File: config.mk
export PLATFORM = sky130hd
export DESIGN_NAME = stopwatch_ctrl
export DESIGN_NICKNAME = d
export VERILOG_FILES = /design/src/rtl/stopwatch_ctrl_pkg.sv /design/src/rtl/stopwatch_step_arb.sv /design/src/rtl/stopwatch_ctrl.sv
export SDC_FILE = /design/constraint.sdc
export NUM_CORES = 1
export LEC_CHECK = 0
export BUFFER_PORTS_ARGS = -buffer_cell sky130_fd_sc_hd__buf_2
export CORE_MARGIN = 1
export CORE_UTILIZATION = 30
export DETAILED_ROUTE_END_ITERATION = 7
export PLACE_DENSITY_LB_ADDON = 0.12
export SLEW_MARGIN = 30
export SYNTH_ARGS = -nofsm -noshare
export SYNTH_HDL_FRONTEND = slang
export SYNTH_SLANG_ARGS = --single-unit
File: constraint.sdc
create_clock -name clk -period 1.9 [get_ports clk]
set_input_delay 0.19 -clock clk [delete_from_list [all_inputs] [get_ports clk]]
set_output_delay 0.19 -clock clk [all_outputs]
set_load 0.05 [all_outputs]
File: src/rtl/stopwatch_ctrl_pkg.sv
// Shared state encodings, field codes and the step-request record used by the
// stopwatch run/pause/adjust sequencer.
package stopwatch_ctrl_pkg;

  typedef enum logic [2:0] {
    ST_IDLE  = 3'd0,
    ST_RUN   = 3'd1,
    ST_PAUSE = 3'd2,
    ST_ADJ   = 3'd3,
    ST_DONE  = 3'd4
  } state_e;

  localparam logic FLD_SEC = 1'b0;
  localparam logic FLD_MIN = 1'b1;

  typedef struct packed {
    logic req;
    logic dn;
    logic fld;
  } step_req_t;

endpackage

File: src/rtl/stopwatch_step_arb.sv
// Adjust-mode arbitration between the inc/dec buttons and the 2 Hz auto-repeat
// tick; yields at most one step request per cycle.
module stopwatch_step_arb
  import stopwatch_ctrl_pkg::*;
#(
  parameter bit ADJ_REPEAT = 1'b1
) (
  input  logic      tick_2hz_i,
  input  logic      btn_inc_i,
  input  logic      btn_dec_i,
  input  logic      sw_sel_i,
  input  logic      sw_adj_b_i,
  output step_req_t req_o
);

  logic any_btn;

  assign any_btn = btn_inc_i | btn_dec_i;

  // NOTE: every field gets a default first so no path leaves a latch behind.
  always_comb begin
    req_o = '0;
    if (btn_inc_i ^ btn_dec_i) begin
      req_o.req = 1'b1;
      req_o.dn  = btn_dec_i;
      req_o.fld = sw_sel_i;
    end else if (!any_btn && ADJ_REPEAT && tick_2hz_i) begin
      // Both buttons together still count as a press, so they also mask the tick.
      req_o.req = 1'b1;
      req_o.dn  = sw_adj_b_i;
      req_o.fld = sw_sel_i;
    end
  end

endmodule

File: src/rtl/stopwatch_ctrl.sv
// Run/pause/adjust sequencer for the stopwatch counter: turns button pulses,
// mode switches and divider ticks into registered step/clear commands and status.
module stopwatch_ctrl
  import stopwatch_ctrl_pkg::*;
#(
  parameter bit ADJ_REPEAT = 1'b1,
  parameter bit DONE_BLINK = 1'b1
) (
  input  logic       clk,
  input  logic       rst,
  input  logic       tick_1hz,
  input  logic       tick_2hz,
  input  logic       btn_pause,
  input  logic       btn_inc,
  input  logic       btn_dec,
  input  logic       sw_adj,
  input  logic       sw_sel,
  input  logic       sw_adj_b,
  input  logic       sw_cnt_dn,
  input  logic       cnt_zero,
  output logic       step,
  output logic       step_dn,
  output logic       step_fld,
  output logic       clr,
  output logic       running,
  output logic       blink,
  output logic [2:0] state
);

  state_e    state_q, state_d;
  logic      step_q, step_d;
  logic      step_dn_q, step_dn_d;
  logic      step_fld_q, step_fld_d;
  logic      clr_q, clr_d;
  logic      running_q, running_d;
  logic      blink_q, blink_d;
  step_req_t adj_req;

  stopwatch_step_arb #(
    .ADJ_REPEAT(ADJ_REPEAT)
  ) u_step_arb (
    .tick_2hz_i(tick_2hz),
    .btn_inc_i (btn_inc),
    .btn_dec_i (btn_dec),
    .sw_sel_i  (sw_sel),
    .sw_adj_b_i(sw_adj_b),
    .req_o     (adj_req)
  );

  always_comb begin
    state_d    = state_q;
    step_d     = 1'b0;
    step_dn_d  = 1'b0;
    step_fld_d = FLD_SEC;
    clr_d      = 1'b0;
    blink_d    = 1'b0;
    unique case (state_q)
      ST_IDLE: begin
        if (sw_adj)         state_d = ST_ADJ;
        else if (btn_pause) state_d = ST_RUN;
      end
      ST_RUN: begin
        if (sw_adj)         state_d = ST_ADJ;
        else if (btn_pause) state_d = ST_PAUSE;
        else if (tick_1hz) begin
          if (sw_cnt_dn && cnt_zero) begin
            state_d = ST_DONE;
            blink_d = !DONE_BLINK;
          end else begin
            step_d    = 1'b1;
            step_dn_d = sw_cnt_dn;
          end
        end
      end
      ST_PAUSE: begin
        if (sw_adj)         state_d = ST_ADJ;
        else if (btn_pause) state_d = ST_RUN;
      end
      ST_ADJ: begin
        if (!sw_adj) begin
          state_d = ST_PAUSE;
        end else begin
          step_d     = adj_req.req;
          step_dn_d  = adj_req.dn;
          step_fld_d = adj_req.fld;
          blink_d    = blink_q ^ tick_2hz;
        end
      end
      ST_DONE: begin
        if (sw_adj) begin
          state_d = ST_ADJ;
        end else if (btn_pause) begin
          state_d = ST_IDLE;
          clr_d   = 1'b1;
        end else begin
          blink_d = DONE_BLINK ? (blink_q ^ tick_2hz) : 1'b1;
        end
      end
      default: state_d = ST_IDLE;
    endcase
    running_d = (state_d == ST_RUN);
  end

  // NOTE: state registers use non-blocking assignments so every flop samples
  // the pre-edge values together, independent of statement order.
  always_ff @(posedge clk) begin
    if (rst) begin
      state_q    <= ST_IDLE;
      step_q     <= 1'b0;
      step_dn_q  <= 1'b0;
      step_fld_q <= FLD_SEC;
      clr_q      <= 1'b0;
      running_q  <= 1'b0;
      blink_q    <= 1'b0;
    end else begin
      state_q    <= state_d;
      step_q     <= step_d;
      step_dn_q  <= step_dn_d;
      step_fld_q <= step_fld_d;
      clr_q      <= clr_d;
      running_q  <= running_d;
      blink_q    <= blink_d;
    end
  end

  assign step     = step_q;
  assign step_dn  = step_dn_q;
  assign step_fld = step_fld_q;
  assign clr      = clr_q;
  assign running  = running_q;
  assign blink    = blink_q;
  assign state    = state_q;

endmodule

==> summary.txt <==
Period utilisation layout: 80.3%
Worst Skew: 0.491 ps
FF-to-FF Start: state[0]$_SDFF_PP0_
VDD IR max: 0.215 mV
Hold EP: blink$_SDFF_PP0_
Synth Warn #: 0
Die area: 1700 um^2
WS Path Type: register to register
Adder-cell share of the synthesized area: 2.70%
Setup_tns: 0 ps
Reg2reg setup slack: 370 ps
Fillers: 155
Critical Path AT: 1720 ps
Max-slew violations: 0
Core Rows: 13
Setup bufs post-CTS: 0
Number of synthesized register bits: 9
Hold Path Class: primary input to register
Global-route wire length before repair: 1.56 mm
Area Growth Syn to Fin: 30.5%
Core ar.: 1370 um^2
NumNets Final: 89
Antenna Violating Nets Remaining: 0
Vias in the first global route: 371
Portion of netlist area occupied by mux cells: 0%
GR Overflow Total: 0
Register area: 180 um^2
Main combinational cell family by area after synthesis: simple AND/OR/NAND/NOR gates
Setup ws final: 374 ps
GP Congestion: 0.743
Measured slew at the worst slew-check pin: 542 ps
Initial antenna violation count: 0
Area contributors post-synth: dfxtp_1 (39%), nor2_1 (4.9%), a31oi_4 (4.6%)
Inst Count DP: 86
Final min period: 1530 ps
Final HPWL DP: 729 um
Lkg Pwr: 0.272 nW
DP Area: 578 um^2
Cell Pwr Density: 711 nW/um^2
Setup Viol. Count Final: 0
Yosys cell types: 25
Clock latency on the worst-skew pair: 250 ps
Syn_area_per_cell: 8.90 um^2
Power, Total: 0.430 mW
Hold Crit Depth: 2
Slew Limit Headroom: 63.4%
Max cap viols: 0
CP Data Required Time: 2100 ps
DR pass1 iterations: 4
Core Util, Final: 44.2%
Cts hold-fix bufs: 0
Hold WS: 171 ps
Hold Crit Start: rst
EDFF count, synth: 0
RSZ-0062 raised after global routing: no
Status: complete, no violations
Clock sink total: 9
DRC violations left: 0
Top-count cell post-synth: dfxtp_1
Compound-gate portion of the synthesized area: 17.3%
TritonCTS Buffers: 3
Prevailing post-synth register cell: dfxtp_1
Worst-path maximum fanout: 9
Syn Inst Count: 52
Final std cells w/o fill: 90
Xor and xnor area share after synthesis: 1.89%
Post-synth top area share: 38.9%
Max frequency: 655 MHz
# port buffers: 20
Via Count: 461
Die extent in x: 41.3 um
Endpoints failing hold: 0
Seq/Total Area, Yosys: 38.9%
Gr usage total: 14.3%
DP Worst Slack: 379 ps
Post-synth ARST share: 0%
Layout cells sized above 1: 34.7%
Fin area: 604 um^2
Initial Util: 33.9%
N_diodes: 0
Setup crit start kind: register
Die height: 41.3 um
Post-CTS sizing: 0
WL per Instance: 10.5 um
Starting DRT DRC Count: 12
Clock transition at the registers of the reported paths: 60 ps
Syn Nets: 65
Area occupied by multi-input gates: 268 um^2
Largest net degree at the start of global routing: 10
Most instantiated cells after synthesis: dfxtp_1 (9), nor2_1 (6), a21oi_1 (4)
Worst reg-to-reg path cell count: 4
Syn Std Cell Area: 463 um^2
Io pins: 21
Clock Path Buffers: 2
Via/cell ratio: 5.12
Reg-to-reg endpoint: running$_SDFF_PP0_
Number of H-tree levels: 1
Routed wire length: 941 um
CTS root buffer: clkbuf_4
Critical path capture point type: register
Post-synthesis simple-gate area fraction: 35.9%
TritonCTS clock tree: built
Post-synth top area cell: dfxtp_1
## registers in the layout (all words and copies together), names as in the netlist
register  flops
running       1
step_dn       1
clr           1
state         3
blink         1
step          1
step_fld      1
## layout make-up
| type | count | share of cell area [%] |
|---|---|---|
| Clock buffer | 4 | 4.35 |
| Tap cell | 15 | 3.11 |
| Sequential cell | 9 | 29.8 |
| Multi-Input combinational cell | 39 | 44.3 |
| Timing Repair Buffer | 20 | 16.6 |
| Inverter | 3 | 1.86 |
## cells in the final DEF, fill, tap and decap left out, types with 2 or more instances in the layout
cell type / Yosys / layout
dfxtp_1: 9 / 9
nand2b_1: 3 / 3
nand2_1: 2 / 2
clkbuf_4: 0 / 3
buf_2: 0 / 20
nor2_1: 6 / 6
inv_1: 3 / 3
nor2b_1: 2 / 2
nor3_1: 3 / 3
nor4b_1: 2 / 2
a21oi_1: 4 / 4
o21ai_0: 2 / 2
nand4b_1: 2 / 2
## routing by layer
layer	wire length, um	track usage [%]	part of all wire (%)
met2	413	18.4	44
met5	0	0	0
met1	461	20.6	49
met3	66	3.26	7.0
met4	0	9.68	0
## critical path: stages, from the launching register on
cell and delay, ps:
dfxtp_1 460, nand2b_1 160, or4_4 550, a31oi_4 140
and3_1 160
## cells by family after synthesis
family,count (synthesis)
AND/OR/NAND/NOR,26
AO/OA/AOI/OAI,11
flip-flops,9
buffers and inverters,4
XOR/XNOR,1
adder cells (fa/ha/maj),1
## power breakdown
part           internal (mW)  switching (mW)  total, mW
combinational         0.0337          0.0529     0.0866
clock                 0.0805          0.0597      0.140
sequential             0.195         0.00824      0.203
total                  0.309           0.121      0.430
## worst max-delay path by stage
stage	slack, ps	cells past startpoint	to	start
2_1_floorplan	110	4	running$_SDFF_PP0_	state[0]$_SDFF_PP0_
3_3_place_gp	410	4	running$_SDFF_PP0_	state[0]$_SDFF_PP0_
3_5_place_dp	380	4	running$_SDFF_PP0_	state[0]$_SDFF_PP0_
4_1_cts	360	4	running$_SDFF_PP0_	state[0]$_SDFF_PP0_
5_1_grt	270	4	running$_SDFF_PP0_	state[0]$_SDFF_PP0_
6_report	370	4	running$_SDFF_PP0_	state[0]$_SDFF_PP0_
Note: power is estimated with default switching activity, not from simulation.
